==> src/rtl/card_reader_pkg.sv <==
// card_reader_pkg: MIX character codes, memory size and controller states (PAD exists only with CARD_READER_EOL_PAD_EN)
package card_reader_pkg;

    typedef logic [5:0] mix_char_t;

    localparam int MEM_SIZE = 4000;

    localparam logic [7:0] ASCII_LF = 8'h0A;
    localparam logic [7:0] ASCII_CR = 8'h0D;

    localparam mix_char_t MIX_SPACE  = 6'd0;
    localparam mix_char_t MIX_A      = 6'd1;
    localparam mix_char_t MIX_J      = 6'd11;
    localparam mix_char_t MIX_S      = 6'd22;
    localparam mix_char_t MIX_ZERO   = 6'd30;
    localparam mix_char_t MIX_PERIOD = 6'd40;
    localparam mix_char_t MIX_COMMA  = 6'd41;
    localparam mix_char_t MIX_LPAREN = 6'd42;
    localparam mix_char_t MIX_RPAREN = 6'd43;
    localparam mix_char_t MIX_PLUS   = 6'd44;
    localparam mix_char_t MIX_MINUS  = 6'd45;
    localparam mix_char_t MIX_STAR   = 6'd46;
    localparam mix_char_t MIX_SLASH  = 6'd47;
    localparam mix_char_t MIX_EQUAL  = 6'd48;
    localparam mix_char_t MIX_DOLLAR = 6'd49;
    localparam mix_char_t MIX_LT     = 6'd50;
    localparam mix_char_t MIX_GT     = 6'd51;
    localparam mix_char_t MIX_AT     = 6'd52;
    localparam mix_char_t MIX_SEMI   = 6'd53;
    localparam mix_char_t MIX_COLON  = 6'd54;
    localparam mix_char_t MIX_APOS   = 6'd55;

    typedef enum logic [2:0] {
        ST_IDLE,
        ST_RECV,
        ST_STORE,
`ifdef CARD_READER_EOL_PAD_EN
        ST_PAD,
`endif
        ST_DONE
    } state_t;

endpackage

==> src/rtl/card_reader_uart_rx.sv <==
// uart_rx: 8N1 receiver with 2-flop synchronizer, mid-bit sampling and stop-bit framing check
module uart_rx
    import card_reader_pkg::*;
#(
    parameter int CLKS_PER_BIT = 104
) (
    input  logic       clk,
    input  logic       reset,
    input  logic       rx,
    output logic [7:0] data,
    output logic       valid,
    output logic       ferr
);

    localparam int CW = $clog2(CLKS_PER_BIT);

    typedef enum logic [1:0] {RX_IDLE, RX_START, RX_DATA, RX_STOP} rx_state_t;

    rx_state_t     state, state_n;
    logic [1:0]    sync;
    logic          rx_s, rx_prev, half, tick;
    logic [CW-1:0] baud;
    logic [2:0]    bitn;
    logic [7:0]    shift;

    assign rx_s = sync[1];
    assign half = baud == CW'(CLKS_PER_BIT / 2 - 1);
    assign tick = baud == CW'(CLKS_PER_BIT - 1);

    // bring rx into the clock domain and remember the last sample for falling-edge detection
    always_ff @(posedge clk) begin
        if (reset) begin
            sync    <= 2'b11;
            rx_prev <= 1'b1;
        end else begin
            sync    <= {sync[0], rx};
            rx_prev <= rx_s;
        end
    end

    // receiver state register
    always_ff @(posedge clk) begin
        state <= reset ? RX_IDLE : state_n;
    end

    // next state: edge-triggered start, mid-bit start re-check, eight data bits, one stop bit
    always_comb begin
        state_n = state;
        case (state)
            RX_IDLE:  if (rx_prev && !rx_s) state_n = RX_START;
            RX_START: if (half) state_n = rx_s ? RX_IDLE : RX_DATA;
            RX_DATA:  if (tick && bitn == 3'd7) state_n = RX_STOP;
            RX_STOP:  if (tick) state_n = RX_IDLE;
            default:  state_n = RX_IDLE;
        endcase
    end

    // baud counter restarts on every state change so each later tick lands mid-bit
    always_ff @(posedge clk) begin
        if (reset) begin
            baud  <= '0;
            bitn  <= 3'd0;
            shift <= 8'd0;
            data  <= 8'd0;
            valid <= 1'b0;
            ferr  <= 1'b0;
        end else begin
            valid <= 1'b0;
            ferr  <= 1'b0;
            baud  <= (state == RX_IDLE || state != state_n || tick) ? '0 : baud + CW'(1);
            bitn  <= state == RX_DATA ? (tick ? bitn + 3'd1 : bitn) : 3'd0;
            if (state == RX_DATA && tick) shift <= {rx_s, shift[7:1]};
            if (state == RX_STOP && tick) begin
                data  <= shift;
                valid <= rx_s;
                ferr  <= !rx_s;
            end
        end
    end

endmodule

==> src/rtl/card_reader.sv <==
// card_reader: UART card reader packing ASCII into MIX words, one 16-word block per start (LF padding with CARD_READER_EOL_PAD_EN)
module card_reader
    import card_reader_pkg::*;
#(
    parameter int CLKS_PER_BIT    = 104,
    parameter int WORDS_PER_BLOCK = 16
) (
    input  logic        clk,
    input  logic        reset,
    input  logic        rx,
    input  logic        start,
    input  logic [11:0] addressin,
    output logic [11:0] addressout,
    output logic [29:0] out,
    output logic        store,
    output logic        stop,
    output logic        busy,
    output logic        err
);

    localparam int IW = $clog2(WORDS_PER_BLOCK);
    localparam logic [IW-1:0] LAST = IW'(WORDS_PER_BLOCK - 1);

    state_t      state, state_n;
    logic [7:0]  rx_byte;
    logic        rx_valid, rx_ferr;
    mix_char_t   ch_q;
    logic        ch_v;
    logic [11:0] base, addr;
    logic [12:0] sum;
    logic [IW-1:0] idx;
    logic [29:0] word;
    logic [2:0]  nchar;
`ifdef CARD_READER_EOL_PAD_EN
    logic        ch_lf, eol;
`endif

    function automatic mix_char_t to_mix(input logic [7:0] b);
        logic [7:0] u;
        logic [7:0] c;
        u = (b >= "a" && b <= "z") ? b - 8'h20 : b;
        case (u)
            ".":     c = {2'b00, MIX_PERIOD};
            ",":     c = {2'b00, MIX_COMMA};
            "(":     c = {2'b00, MIX_LPAREN};
            ")":     c = {2'b00, MIX_RPAREN};
            "+":     c = {2'b00, MIX_PLUS};
            "-":     c = {2'b00, MIX_MINUS};
            "*":     c = {2'b00, MIX_STAR};
            "/":     c = {2'b00, MIX_SLASH};
            "=":     c = {2'b00, MIX_EQUAL};
            "$":     c = {2'b00, MIX_DOLLAR};
            "<":     c = {2'b00, MIX_LT};
            ">":     c = {2'b00, MIX_GT};
            "@":     c = {2'b00, MIX_AT};
            ";":     c = {2'b00, MIX_SEMI};
            ":":     c = {2'b00, MIX_COLON};
            "'":     c = {2'b00, MIX_APOS};
            default: c = (u >= "A" && u <= "I") ? {2'b00, MIX_A} + (u - "A") :
                         (u >= "J" && u <= "R") ? {2'b00, MIX_J} + (u - "J") :
                         (u >= "S" && u <= "Z") ? {2'b00, MIX_S} + (u - "S") :
                         (u >= "0" && u <= "9") ? {2'b00, MIX_ZERO} + (u - "0") :
                                                  {2'b00, MIX_SPACE};
        endcase
        return c[5:0];
    endfunction

    uart_rx #(.CLKS_PER_BIT(CLKS_PER_BIT)) u_rx (
        .clk   (clk),
        .reset (reset),
        .rx    (rx),
        .data  (rx_byte),
        .valid (rx_valid),
        .ferr  (rx_ferr)
    );

    assign sum        = {1'b0, base} + 13'(idx);
    assign addr       = sum >= 13'(MEM_SIZE) ? 12'(sum - 13'(MEM_SIZE)) : sum[11:0];
`ifdef CARD_READER_EOL_PAD_EN
    assign store      = state == ST_STORE || state == ST_PAD;
`else
    assign store      = state == ST_STORE;
`endif
    assign stop       = state == ST_DONE;
    assign busy       = state != ST_IDLE;
    assign out        = state == ST_STORE ? word : 30'd0;
    assign addressout = store ? addr : 12'd0;

    // controller state register
    always_ff @(posedge clk) begin
        state <= reset ? ST_IDLE : state_n;
    end

    // controller next state: collect five characters per word, store, finish after the last index
    always_comb begin
        state_n = state;
        case (state)
            ST_IDLE:  if (start) state_n = ST_RECV;
`ifdef CARD_READER_EOL_PAD_EN
            ST_RECV:  if (ch_lf) state_n = nchar == 3'd0 ? ST_PAD : ST_STORE;
                      else if (ch_v && nchar == 3'd4) state_n = ST_STORE;
            ST_STORE: state_n = idx == LAST ? ST_DONE : (eol ? ST_PAD : ST_RECV);
            ST_PAD:   state_n = idx == LAST ? ST_DONE : ST_PAD;
`else
            ST_RECV:  if (ch_v && nchar == 3'd4) state_n = ST_STORE;
            ST_STORE: state_n = idx == LAST ? ST_DONE : ST_RECV;
`endif
            ST_DONE:  state_n = ST_IDLE;
            default:  state_n = ST_IDLE;
        endcase
    end

    // map each received byte one cycle after valid, then drop it into its slot of the word
    always_ff @(posedge clk) begin
        if (reset) begin
            ch_q  <= MIX_SPACE;
            ch_v  <= 1'b0;
            base  <= 12'd0;
            idx   <= '0;
            word  <= 30'd0;
            nchar <= 3'd0;
            err   <= 1'b0;
`ifdef CARD_READER_EOL_PAD_EN
            ch_lf <= 1'b0;
            eol   <= 1'b0;
`endif
        end else begin
            ch_q <= to_mix(rx_byte);
            ch_v <= rx_valid && busy && rx_byte != ASCII_CR && rx_byte != ASCII_LF;
            err  <= (state == ST_IDLE && start) ? rx_ferr : err | rx_ferr;
`ifdef CARD_READER_EOL_PAD_EN
            ch_lf <= rx_valid && busy && rx_byte == ASCII_LF;
            if (state == ST_RECV && ch_lf) eol <= 1'b1;
            if (state == ST_IDLE && start) eol <= 1'b0;
`endif
            if (state == ST_IDLE && start) begin
                base  <= addressin;
                idx   <= '0;
                word  <= 30'd0;
                nchar <= 3'd0;
            end
            if (state == ST_RECV && ch_v) begin
                word[6 * (4 - int'(nchar)) +: 6] <= ch_q;
                nchar <= nchar + 3'd1;
            end
            if (store) begin
                word  <= 30'd0;
                nchar <= 3'd0;
                idx   <= idx + IW'(1);
            end
        end
    end

endmodule
==> config.mk <==
export PLATFORM = sky130hd
export DESIGN_NAME = card_reader
export DESIGN_NICKNAME = d
export VERILOG_FILES = /design/src/rtl/card_reader_pkg.sv /design/src/rtl/card_reader_uart_rx.sv /design/src/rtl/card_reader.sv
export SDC_FILE = /design/constraint.sdc
export NUM_CORES = 1
export LEC_CHECK = 0
export ABC_CLOCK_PERIOD_IN_PS = 5100
export BUFFER_PORTS_ARGS = -buffer_cell sky130_fd_sc_hd__buf_2
export CAP_MARGIN = 20
export CORE_MARGIN = 4
export CORE_UTILIZATION = 37
export CTS_CLUSTER_DIAMETER = 200
export DETAILED_ROUTE_END_ITERATION = 6
export PLACE_DENSITY_LB_ADDON = 0.15
export SYNTH_ARGS = -nofsm -noshare
export SYNTH_HDL_FRONTEND = slang
export SYNTH_SLANG_ARGS = --single-unit
==> constraint.sdc <==
create_clock -name clk -period 5.1 [get_ports clk]
set_input_delay 0.765 -clock clk [delete_from_list [all_inputs] [get_ports clk]]
set_output_delay 0.765 -clock clk [all_outputs]
set_load 0.01 [all_outputs]
==> qor.yml <==
outcome:
  status: "finished, final reports clean"
synth:
  synthFlopType: "dfxtp_1"
  ys_top_cells_by_area: "dfxtp_1 28%, ha_1 6.7%, nand2_1 6.2%"
  synth-seq-area-share_pct: 28.4
  yosys.area.top_type_share_pct: 28.4
  synth_edf_count: 0
  synth_most_common_cell: "nand2_1"
  synth.top_cells.by_count: "108 x nand2_1, 94 x nor2_1, 92 x dfxtp_1, 43 x and2_1, 39 x a21oi_1"
  yosysUniqueCellTypes: 84
  postSynthNetCount: 886
  syn_inst: 833
  synth-seq-cells: 92
  ys_warn_count: 0
  synth.avg_cell_area_sq_um: 7.79
  synthArstFlopShare_pct: 0
  synth_largest_area_cell: "dfxtp_1"
  netlist_area_sq_um: 6490
power_and_ir_drop:
  design_power_total_mw: 1.47
  internal_power_mw: 1.10
  p_sw_mw: 0.373
  power_switching_share_pct: 25.3
  cellLeakagePower_nw: 2.88
  power_frac_seq_pct: 50.0
  pwr-share-clk_pct: 45.3
  combinationalPowerShare_pct: 4.7
  p_per_area_nw_per_um2: 202
  vdd.ir_drop.worst_mv: 0.243
die:
  die_h_um: 140
  num_rows: 48
  core_sq_um: 17200
  design.die.area_sq_um: 19700
  num_io_pins: 62
  start_util_pct: 37.6
  die_w_um: 140
timing:
  slew_viol_final: 0
  max_freq_mhz: 206
  timing.final.crit_share_pct: 95.1
  hold_violations: 0
  worst_slew_pin_slew_ns: 0.984
  setup_viol: 0
  timing.slew.headroom_pct: 34.3
  hold_slack_ns: 0.412
  layout_min_cycle_time_ns: 4.85
  worst_clock_skew_ns: 0.0101
clocking:
  clkLatencyLatePin_ns: 0.35
  root_buffer: "clkbuf_16"
  holdBufCountCts: 0
  path_clk_slew_ns: 0.07
  cts_tree: "yes"
  htreeDepth: 3
  cts_buffers: 9
  clkSinkCount: 92
  cts_buffer_depth: 2
place:
  dp_hpwl_um: 12800
  gp_congestion: 0.895
  numPortBuffers: 61
setup_path:
  crit_path_max_incr_delay_ns: 0.47
  reg2reg_from: "nchar[1]$_SDFFE_PP0P_"
  cp_max_fo: 7
  arrival_ns: 5.12
  r2r_end: "word[9]$_SDFF_PP0_"
  required_ns: 5.37
  r2r_cells: 17
  path_class: "flop to flop"
  path_cells: "inv_1, ha_1, ha_1, ha_1, ha_1, fa_1, buf_4, nor3b_4, nand3_1, ha_1, nor4_1, nand4b_1, a211oi_4, buf_4, o221ai_1, or2_0, a21oi_1"
  cp-start-kind: "flop"
  cp_common_cell: "ha_1"
  cp-end-kind: "flop"
  r2r_setup_slack_ns: 0.25
  cpMaxStageDelayCell: "fa_1"
grt:
  grt_max_degree: 49
  antenna_found_initial: 0
  grt_pass1_wl_um: 29000
  grt_pass1_vias: 5678
  grtUsageTotal_pct: 17.6
  grt_remaining_overflow: 0
cells_and_area:
  drive_above_1_share_pct: 13.1
  area_growth_pct: 12.4
  nets: 926
  diodes: 0
routing:
  drtPass1Iterations: 6
  drt_iter0_drc: 467
  routed_wl_um: 17500
  final_antenna_net_count: 0
  drc: 0
  avgViaCountPerCell: 5.55
  via_count: 6119
  wl_per_cell_um: 15.8
worst_hold_path:
  hold_end: "u_rx.sync[1]$_SDFF_PP1_"
  min_from: "u_rx.sync[0]$_SDFF_PP1_"
  holdPathStages: 1
  hold_class: "flop to flop"
run:
  drv_cap: 0
[layout by cell type (no fill, tap or decap), drive strengths merged, types with 6 or more instances in the layout]
| master | count |
|---|---|
| dfxtp | 92 |
| o31ai | 6 |
| clkbuf | 10 |
| a21oi | 39 |
| a211o | 6 |
| o21ai | 24 |
| or2 | 8 |
| nor3 | 20 |
| and2 | 44 |
| nand4 | 13 |
| o211ai | 6 |
| nand2 | 108 |
| and3 | 15 |
| nor2b | 17 |
| a22oi | 8 |
| o32ai | 6 |
| inv | 23 |
| o21a | 17 |
| xor2 | 10 |
| a31oi | 7 |
| buf | 76 |
| xnor2 | 15 |
| nand2b | 9 |
| ha | 35 |
| mux2i | 35 |
| or3 | 6 |
| nor2 | 94 |
| nand3 | 34 |
[sequential cells by signal (all words and copies together), names as in the netlist, 2 cells and up]
signal / count
state: 2
base: 12
word: 30
u_rx.data: 8
nchar: 3
idx: 4
u_rx.state: 2
u_rx.bitn: 3
u_rx.sync: 2
u_rx.shift: 8
ch_q: 6
u_rx.baud: 7
[logic make-up after synthesis]
| group | share of synthesized area, % |
|---|---|
| XOR/XNOR | 3.49 |
| multiplexers | 5.75 |
| AO/OA/AOI/OAI | 19.2 |
| adder cells (fa/ha/maj) | 7.37 |
| flip-flops | 28.4 |
| AND/OR/NAND/NOR | 31.6 |
| buffers and inverters | 4.20 |
[power groups by stage]
stage / sequential (mW) / combinational, mW / clock [mW]
global placement: 0.754 / 0.0701 / 0
CTS: 0.737 / 0.0704 / 0.688
floorplan: 0.748 / 0.0512 / 0
finish: 0.738 / 0.0691 / 0.668
global route: 0.739 / 0.0788 / 0.715
detailed placement: 0.754 / 0.0702 / 0
[what timing repair did]
action                                  4_1_cts  5_1_grt
hold endpoints to repair                      0        0
setup buffers                                 0        2
endpoints found under the setup margin        0        3
resized for setup                             0        1
[critical path: cells and delay by family, from the launching register on]
family,cells,cell delay [ns]
fa+ha+maj,6,1.83
flops,1,0.42
compound gates,3,0.73
simple gates,5,1.31
buf+inv,3,0.49
[final cells by class]
| type | instances | area (sq um) |
|---|---|---|
| Clock inverter | 6 | 50.0 |
| Tap cell | 225 | 282 |
| Sequential cell | 92 | 1840 |
| Inverter | 20 | 75.1 |
| Clock buffer | 10 | 239 |
| Fill cell | 1793 | 9940 |
| Multi-Input combinational cell | 674 | 4390 |
| Timing Repair Buffer | 76 | 418 |
[stage by stage]
step | cell area, sq um | setup slack (ns) | util [%] | instances | setup TNS (ns)
2_1_floorplan | 6490 | 0.00439 | - | 833 | 0
3_3_place_gp | 6980 | 0.359 | 40.5 | 1085 | 0
3_5_place_dp | 6980 | 0.224 | 40.5 | 1085 | 0
4_1_cts | 7260 | 0.195 | 42.1 | 1101 | 0
5_1_grt | 7290 | -0.0187 | 42.3 | 1103 | -0.0270
6_report | 7290 | 0.251 | 42.3 | 1103 | 0
[worst max path at each step]
stage,startpoint,slack (ns),end
5_1_grt,nchar[1]$_SDFFE_PP0P_,-0.02,word[13]$_SDFF_PP0_
4_1_cts,nchar[1]$_SDFFE_PP0P_,0.20,word[1]$_SDFF_PP0_
3_3_place_gp,nchar[1]$_SDFFE_PP0P_,0.36,word[1]$_SDFF_PP0_
6_report,nchar[1]$_SDFFE_PP0P_,0.25,word[9]$_SDFF_PP0_
2_1_floorplan,nchar[0]$_SDFFE_PP0P_,0.004,word[6]$_SDFF_PP0_
3_5_place_dp,nchar[1]$_SDFFE_PP0P_,0.22,word[1]$_SDFF_PP0_
[routing by layer]
layer / global-route usage, % / share of wire [%] / up-vias
li1: - / - / 3069
met1: 23.6 / 47 / 2840
met2: 28.9 / 46 / 178
met3: 3.21 / 5.2 / 32
met4: 5.30 / 1.9 / 0
met5: 0 / 0 / -
(Power assumes the default switching activity.)
